**src/rtl/rv_plic_claim_pkg.sv**
```systemverilog
// Shared types for the PLIC hardware claim/complete sequencer.
// The claim FSM walks IDLE -> CLAIM -> HOLD -> OFFER once per claimed interrupt.
package rv_plic_claim_pkg;

    typedef enum logic [1:0] {
        IDLE  = 2'd0,
        CLAIM = 2'd1,
        HOLD  = 2'd2,
        OFFER = 2'd3
    } claim_state_e;

endpackage

```
**src/rtl/prim_fifo_sync.sv**
```systemverilog
// Synchronous FIFO holding the in-flight (claimed, not yet completed) interrupt IDs.
// Optional pass-through lets a write bypass storage when the FIFO is empty and read at once.
module prim_fifo_sync #(
    parameter int Width  = 8,
    parameter int Depth  = 4,
    parameter bit Pass   = 1'b0,
    parameter int DepthW = $clog2(Depth + 1)
) (
    input  logic              clk_i,
    input  logic              rst_ni,
    input  logic              wvalid_i,
    output logic              wready_o,
    input  logic [Width-1:0]  wdata_i,
    output logic              rvalid_o,
    input  logic              rready_i,
    output logic [Width-1:0]  rdata_o,
    output logic [DepthW-1:0] depth_o
);

    localparam int PtrW = (Depth > 1) ? $clog2(Depth) : 1;

    logic [Width-1:0]  mem [Depth];
    logic [PtrW-1:0]   wptr_q;
    logic [PtrW-1:0]   rptr_q;
    logic [DepthW-1:0] cnt_q;
    logic              empty;
    logic              bypass;
    logic              push;
    logic              pop;

    function automatic logic [PtrW-1:0] ptr_inc(input logic [PtrW-1:0] ptr);
        return (ptr == PtrW'(Depth - 1)) ? '0 : ptr + PtrW'(1);
    endfunction

    assign empty    = (cnt_q == '0);
    assign wready_o = (cnt_q < DepthW'(Depth));
    assign bypass   = Pass & empty & wvalid_i & rready_i;
    assign push     = wvalid_i & wready_o & ~bypass;
    assign pop      = rready_i & ~empty;
    assign rvalid_o = ~empty | (Pass & wvalid_i);
    assign rdata_o  = (Pass && empty) ? wdata_i : mem[rptr_q];
    assign depth_o  = cnt_q;

    always_ff @(posedge clk_i or negedge rst_ni) begin
        if (!rst_ni) begin
            wptr_q <= '0;
            rptr_q <= '0;
            cnt_q  <= '0;
        end else begin
            if (push) begin
                wptr_q <= ptr_inc(wptr_q);
            end
            if (pop) begin
                rptr_q <= ptr_inc(rptr_q);
            end
            unique case ({push, pop})
                2'b10:   cnt_q <= cnt_q + DepthW'(1);
                2'b01:   cnt_q <= cnt_q - DepthW'(1);
                default: cnt_q <= cnt_q;
            endcase
        end
    end

    // Storage carries no reset; entries are only read while counted as valid.
    always_ff @(posedge clk_i) begin
        if (push) begin
            mem[wptr_q] <= wdata_i;
        end
    end

endmodule

```
**src/rtl/rv_plic_claim_seq.sv**
```systemverilog
// Hardware claim/complete sequencer for one PLIC target: claims the top interrupt, offers its ID
// to a consumer, tracks in-flight IDs and completes them in order (or on service timeout).
module rv_plic_claim_seq
    import rv_plic_claim_pkg::*;
#(
    parameter int N_SOURCE        = 32,
    parameter int SRCW            = $clog2(N_SOURCE + 1),
    parameter int MAX_OUTSTANDING = 4,
    parameter int TMO_W           = 16
) (
    input  logic             clk_i,
    input  logic             rst_ni,
    input  logic             enable_i,
    input  logic [TMO_W-1:0] timeout_i,
    input  logic             irq_i,
    input  logic [SRCW-1:0]  irq_id_i,
    output logic             claim_o,
    output logic [SRCW-1:0]  claim_id_o,
    output logic             complete_o,
    output logic [SRCW-1:0]  complete_id_o,
    output logic             evt_valid_o,
    output logic [SRCW-1:0]  evt_id_o,
    input  logic             evt_ready_i,
    input  logic             done_valid_i,
    input  logic [SRCW-1:0]  done_id_i,
    output logic             done_ready_o,
    output logic             busy_o,
    output logic             tmo_o,
    output logic             err_o
);

    localparam int CNTW = $clog2(MAX_OUTSTANDING + 1);

    claim_state_e     state_q, state_d;
    logic [SRCW-1:0]  id_q, id_d;

    logic             fifo_wvalid;
    logic             fifo_wready;
    logic             fifo_rvalid;
    logic             fifo_rready;
    logic [SRCW-1:0]  fifo_head;
    logic [CNTW-1:0]  fifo_cnt;

    logic             complete_q;
    logic [SRCW-1:0]  complete_id_q;
    logic             tmo_q;
    logic             err_q;
    logic [TMO_W-1:0] tmo_cnt_q;

    logic             claim_ok;
    logic             done_hs;
    logic             tmo_fire;
    logic             pop;

    // Claim gating counts only FIFO entries; no sequence is in progress while IDLE,
    // so the FIFO can never be full when the offer handshake pushes.
    assign claim_ok = enable_i & irq_i & (irq_id_i != '0) &
                      (fifo_cnt < CNTW'(MAX_OUTSTANDING));

    always_comb begin
        state_d     = state_q;
        id_d        = id_q;
        fifo_wvalid = 1'b0;
        unique case (state_q)
            IDLE: begin
                if (claim_ok) begin
                    id_d    = irq_id_i;
                    state_d = CLAIM;
                end
            end
            CLAIM: state_d = HOLD;
            HOLD:  state_d = OFFER;
            OFFER: begin
                if (evt_ready_i) begin
                    fifo_wvalid = 1'b1;
                    state_d     = IDLE;
                end
            end
            default: state_d = IDLE;
        endcase
    end

    always_ff @(posedge clk_i or negedge rst_ni) begin
        if (!rst_ni) begin
            state_q <= IDLE;
            id_q    <= '0;
        end else begin
            state_q <= state_d;
            id_q    <= id_d;
        end
    end

    assign claim_o     = (state_q == CLAIM);
    assign claim_id_o  = (state_q == CLAIM) ? id_q : '0;
    assign evt_valid_o = (state_q == OFFER);
    assign evt_id_o    = (state_q == OFFER) ? id_q : '0;
    assign busy_o      = (fifo_cnt != '0) | (state_q != IDLE);

    prim_fifo_sync #(
        .Width (SRCW),
        .Depth (MAX_OUTSTANDING),
        .Pass  (1'b0),
        .DepthW(CNTW)
    ) u_inflight (
        .clk_i   (clk_i),
        .rst_ni  (rst_ni),
        .wvalid_i(fifo_wvalid),
        .wready_o(fifo_wready),
        .wdata_i (id_q),
        .rvalid_o(fifo_rvalid),
        .rready_i(fifo_rready),
        .rdata_o (fifo_head),
        .depth_o (fifo_cnt)
    );

    // A pending registered complete blocks both pop sources, keeping complete_o a single pulse.
    assign done_ready_o = fifo_rvalid & ~complete_q;
    assign done_hs      = done_valid_i & done_ready_o;
    assign tmo_fire     = (timeout_i != '0) & fifo_rvalid & ~complete_q & ~done_hs &
                          (tmo_cnt_q == timeout_i - TMO_W'(1));
    assign pop          = done_hs | tmo_fire;
    assign fifo_rready  = pop;

    always_ff @(posedge clk_i or negedge rst_ni) begin
        if (!rst_ni) begin
            complete_q    <= 1'b0;
            complete_id_q <= '0;
            tmo_q         <= 1'b0;
            err_q         <= 1'b0;
        end else begin
            complete_q    <= pop;
            complete_id_q <= pop ? fifo_head : '0;
            tmo_q         <= tmo_fire;
            if (done_hs && (done_id_i != fifo_head)) begin
                err_q <= 1'b1;
            end
        end
    end

    // Service age of the current head; held during the complete cycle so a timeout of 1 still fires.
    always_ff @(posedge clk_i or negedge rst_ni) begin
        if (!rst_ni) begin
            tmo_cnt_q <= '0;
        end else if (pop || !fifo_rvalid) begin
            tmo_cnt_q <= '0;
        end else if (!complete_q && (tmo_cnt_q != '1)) begin
            tmo_cnt_q <= tmo_cnt_q + TMO_W'(1);
        end
    end

    assign complete_o    = complete_q;
    assign complete_id_o = complete_id_q;
    assign tmo_o         = tmo_q;
    assign err_o         = err_q;

    a_claim_pulse: assert property (@(posedge clk_i) disable iff (!rst_ni)
        claim_o |=> !claim_o);
    a_complete_pulse: assert property (@(posedge clk_i) disable iff (!rst_ni)
        complete_o |=> !complete_o);
    a_tmo_pulse: assert property (@(posedge clk_i) disable iff (!rst_ni)
        tmo_o |=> !tmo_o);
    a_evt_stable: assert property (@(posedge clk_i) disable iff (!rst_ni)
        (evt_valid_o && !evt_ready_i) |=> (evt_valid_o && $stable(evt_id_o)));
    a_no_push_full: assert property (@(posedge clk_i) disable iff (!rst_ni)
        fifo_wvalid |-> fifo_wready);

endmodule

```
**config.mk**
```make
export PLATFORM = sky130hd
export DESIGN_NAME = rv_plic_claim_seq
export DESIGN_NICKNAME = d
export VERILOG_FILES = /design/src/rtl/rv_plic_claim_pkg.sv /design/src/rtl/prim_fifo_sync.sv /design/src/rtl/rv_plic_claim_seq.sv
export SDC_FILE = /design/constraint.sdc
export NUM_CORES = 1
export LEC_CHECK = 0
export BUFFER_PORTS_ARGS = -buffer_cell sky130_fd_sc_hd__buf_2
export CAP_MARGIN = 20
export CORE_UTILIZATION = 55
export DETAILED_ROUTE_END_ITERATION = 7
export GPL_TIMING_DRIVEN = 0
export MAX_ROUTING_LAYER = met4
export PLACE_DENSITY = 0.75
export SYNTH_ARGS = -nofsm -noshare
export SYNTH_HDL_FRONTEND = slang
export SYNTH_HIERARCHICAL = 1
export SYNTH_SLANG_ARGS = --single-unit
```
**constraint.sdc**
```tcl
create_clock -name clk_i -period 8.4 [get_ports clk_i]
set_input_delay 0.84 -clock clk_i [delete_from_list [all_inputs] [get_ports clk_i]]
set_output_delay 0.84 -clock clk_i [all_outputs]
set_load 0.01 [all_outputs]
```
==> metrics.txt <==
# TYPE chip_impl_metric gauge
chip_impl_metric{name="required",unit="ns"} 8.66
chip_impl_metric{name="placedCellCount",unit=""} 467
chip_impl_metric{name="worst_ir_drop_vdd",unit="mV"} 0.197
chip_impl_metric{name="synth_edf_count",unit=""} 24
chip_impl_metric{name="grt_util_all_layers",unit="%"} 23.6
chip_impl_metric{name="clock_skew",unit="ns"} 0.00786
chip_impl_info{name="clock_tree_from_tritoncts",value="done"} 1
chip_impl_metric{name="cts_made_buffers",unit=""} 9
chip_impl_metric{name="seq_area_frac_synth",unit="%"} 46.4
chip_impl_metric{name="area_of_the_die",unit="mm2"} 0.00708
chip_impl_metric{name="finalMaxSlewViolations",unit=""} 0
chip_impl_info{name="outcome",value="complete, but fails checks"} 1
chip_impl_metric{name="fmax",unit="GHz"} 0.231
chip_impl_metric{name="critical_path_arrival",unit="ns"} 4.59
chip_impl_metric{name="coreArea",unit="mm2"} 0.00642
chip_impl_metric{name="die_w",unit="um"} 84.1
chip_impl_metric{name="grt_first_pass_wirelength",unit="um"} 12800
chip_impl_info{name="worstSetupPathType",value="in2reg"} 1
chip_impl_metric{name="layoutNonFillerInstCount",unit=""} 483
chip_impl_metric{name="postRouteWirelength",unit="um"} 7380
chip_impl_metric{name="timing.slew.headroom",unit="%"} 41.8
chip_impl_metric{name="maxCapViolCount",unit=""} 0
chip_impl_metric{name="p_leak",unit="uW"} 0.00181
chip_impl_info{name="ys_flop_type",value="dfrtp_1"} 1
chip_impl_metric{name="number_of_detailed_route_iterations_in_the_first_pass",unit=""} 6
chip_impl_metric{name="hold_viol",unit=""} 0
chip_impl_metric{name="syn2layout_area_growth",unit="%"} 15.9
chip_impl_metric{name="grt_pass1_vias",unit=""} 2806
chip_impl_metric{name="cellPowerDensity",unit="mW/mm2"} 261
chip_impl_metric{name="multi_input_area",unit="mm2"} 0.00185
chip_impl_metric{name="final.period_utilization",unit="%"} 51.6
chip_impl_metric{name="vias_per_cell",unit=""} 5.63
chip_impl_metric{name="final_number_of_setup_violating_endpoints",unit=""} 0
chip_impl_metric{name="final_net_count",unit=""} 450
chip_impl_metric{name="insertedDiodeCount",unit=""} 0
chip_impl_metric{name="floorplan.die.height",unit="um"} 84.1
chip_impl_metric{name="syn_area",unit="mm2"} 0.00371
chip_impl_metric{name="routed_length_per_placed_instance",unit="um"} 15.3
chip_impl_info{name="layout.cells.most_common_list",value="buf_2, dfrtp_1, edfxtp_1, nor3_1"} 1
chip_impl_metric{name="detailedRoute.firstIterationViolations",unit=""} 106
chip_impl_metric{name="grt_max_degree",unit=""} 41
chip_impl_metric{name="route.detailed.drc",unit=""} 10
chip_impl_metric{name="fillerInstances",unit=""} 492
chip_impl_info{name="clock-root-buffer",value="clkbuf_8"} 1
chip_impl_info{name="worstSetupStartpointType",value="input port"} 1
chip_impl_metric{name="syn_inst",unit=""} 335
chip_impl_metric{name="cts_setup_buffers",unit=""} 0
chip_impl_metric{name="fin_setup_tns",unit="ns"} 0
chip_impl_metric{name="yosys_register_bits",unit=""} 64
chip_impl_metric{name="rows",unit=""} 29
chip_impl_metric{name="antenna_found_initial",unit=""} 0
chip_impl_info{name="grt_setup_unrepaired",value="false"} 1
chip_impl_metric{name="initial_utilization",unit="%"} 57.8
chip_impl_metric{name="ant_nets",unit=""} 0
chip_impl_metric{name="place.gp.congestion",unit=""} 0.878
chip_impl_metric{name="final_core_utilization",unit="%"} 67.0
chip_impl_metric{name="synth_cell_type_count",unit=""} 56
chip_impl_metric{name="clock_latency",unit="ns"} 0.34
chip_impl_info{name="mostFrequentLayoutCell",value="buf_2"} 1
chip_impl_metric{name="drive_above_1_share",unit="%"} 24.1
chip_impl_metric{name="worst-slew-pin-transition",unit="ns"} 0.873
chip_impl_metric{name="hold_buffers",unit=""} 0
chip_impl_metric{name="cts_h_tree_depth",unit=""} 3
chip_impl_metric{name="whs",unit="ns"} 0.463
chip_impl_info{name="kind_of_path_behind_the_tightest_hold_check",value="reg2reg"} 1
chip_impl_metric{name="regArea",unit="mm2"} 0.00172
chip_impl_metric{name="postCtsResizedCells",unit=""} 0
chip_impl_info{name="endpoint_kind",value="register"} 1
chip_impl_metric{name="timing.critical_path.fanout_max",unit=""} 9
chip_impl_metric{name="yosys_warnings",unit=""} 6
chip_impl_metric{name="hpwl",unit="um"} 5350
chip_impl_metric{name="grt_overflow",unit=""} 0
chip_impl_metric{name="detailroute.via_count",unit=""} 2721
chip_impl_metric{name="total_power",unit="uW"} 1120
chip_impl_metric{name="period_needed",unit="ns"} 4.33
chip_impl_metric{name="clock_transition_at_path_regs",unit="ns"} 0.07
chip_impl_metric{name="tritoncts_num_sinks",unit=""} 64
chip_impl_metric{name="share_of_synthesized_flip_flops_with_an_asynchronous_set_or_reset",unit="%"} 62.5
chip_impl_metric{name="syn-num-nets",unit=""} 384
chip_impl_metric{name="avgSynthCellArea",unit="um2"} 11.1
chip_impl_info{name="failed_checks",value="DRC"} 1
chip_impl_metric{name="clockBufferDepth",unit=""} 2
chip_impl_metric{name="top_level_ports",unit=""} 59
chip_impl_metric{name="port_bufs",unit=""} 55
==> report_power, final <==
part | leakage (uW) | internal (uW) | switching, uW
Sequential | 0.000733 | 402 | 54.7
Clock | 0.000112 | 173 | 116
Combinational | 0.000967 | 177 | 201
==> metrics by stage <==
stage	instance area (um2)	worst slack (ns)
after floorplan	3710	4.34
after global placement	4080	3.84
after detailed placement	4080	3.76
after CTS	4300	4.11
after global routing	4300	3.79
final	4300	4.07
==> layer usage <==
metal | vias to the layer above | part of all wire [%] | wire length, um | GRT usage [%]
li1 | 1341 | - | - | -
met2 | 71 | 47 | 3440 | 36.7
met4 | 0 | 0.54 | 40 | 7.21
met1 | 1305 | 48 | 3510 | 31.0
met3 | 4 | 5.2 | 380 | 5.60
met5 | - | 0 | 0 | -
==> logic make-up (layout without fill, tap and decap cells) <==
| family | Yosys count | in the layout | share of synthesized area [%] |
|---|---|---|---|
| compound gates | 41 | 41 | 8.26 |
| xor+xnor | 37 | 37 | 8.73 |
| fa+ha+maj | 15 | 15 | 5.26 |
| buf+inv | 33 | 104 | 3.71 |
| flops | 64 | 64 | 46.4 |
| mux | 16 | 16 | 6.81 |
| simple gates | 129 | 129 | 20.8 |
==> synth_stat cells (11+ instances only) <==
master	number	area share [%]
clkbuf_1	13	1.3
xor2_1	18	4.2
and2_1	19	3.2
dfrtp_1	40	27
edfxtp_1	24	19
nand3_1	11	1.5
nand2_1	12	1.2
o21ai_0	11	1.5
inv_1	16	1.6
nor3_1	23	3.1
nor2_1	14	1.4
xnor2_1	19	4.5
ha_1	14	4.7
==> final timing paths <==
check	startpoint	endpoint	slack, ns	cells past startpoint
setup / recovery	timeout_i[0]	u_inflight/depth_o[2]	4.07	17
hold / removal	err_o	err_o	0.46	1
setup reg to reg	u_inflight/depth_o[0]	u_inflight/depth_o[2]	4.78	15
hold reg to reg	err_o	err_o	0.46	1
max in group asynchronous	rst_ni	tmo_cnt_q[1]	7.23	1
min in group asynchronous	rst_ni	complete_id_o[2]	0.62	1
==> worst max-delay path, stage by stage <==
cell	delay [ns]
buf_2	0.13
inv_1	0.08
ha_1	0.32
or3b_2	0.54
nor4_4	0.23
a211oi_1	0.12
a211o_1	0.32
a2111oi_4	0.61
nand2b_1	0.25
nand2_4	0.08
inv_1	0.06
ha_1	0.18
inv_1	0.06
fa_1	0.37
xor2_1	0.15
nor2_1	0.11
xnor2_1	0.12
==> registers in the layout, indices dropped and copies added, names as in the netlist <==
register / cells
u_inflight/wptr_q: 2
u_inflight/rptr_q: 2
tmo_o: 1
complete_o: 1
tmo_cnt_q: 16
state_q: 2
u_inflight/mem: 24
u_inflight/depth_o: 3
err_o: 1
id_q: 6
complete_id_o: 6
==> area by class of cell <==
class	instances	area share (%)
clock inverters	6	1.92
flip-flops and latches	64	40.0
well taps	77	2.24
plain buffers	17	1.80
inverters	16	1.40
repair buffers	55	6.40
clock buffers	10	3.20
multi-input cells	238	43.0
Note: power is estimated with default switching activity, not from simulation.
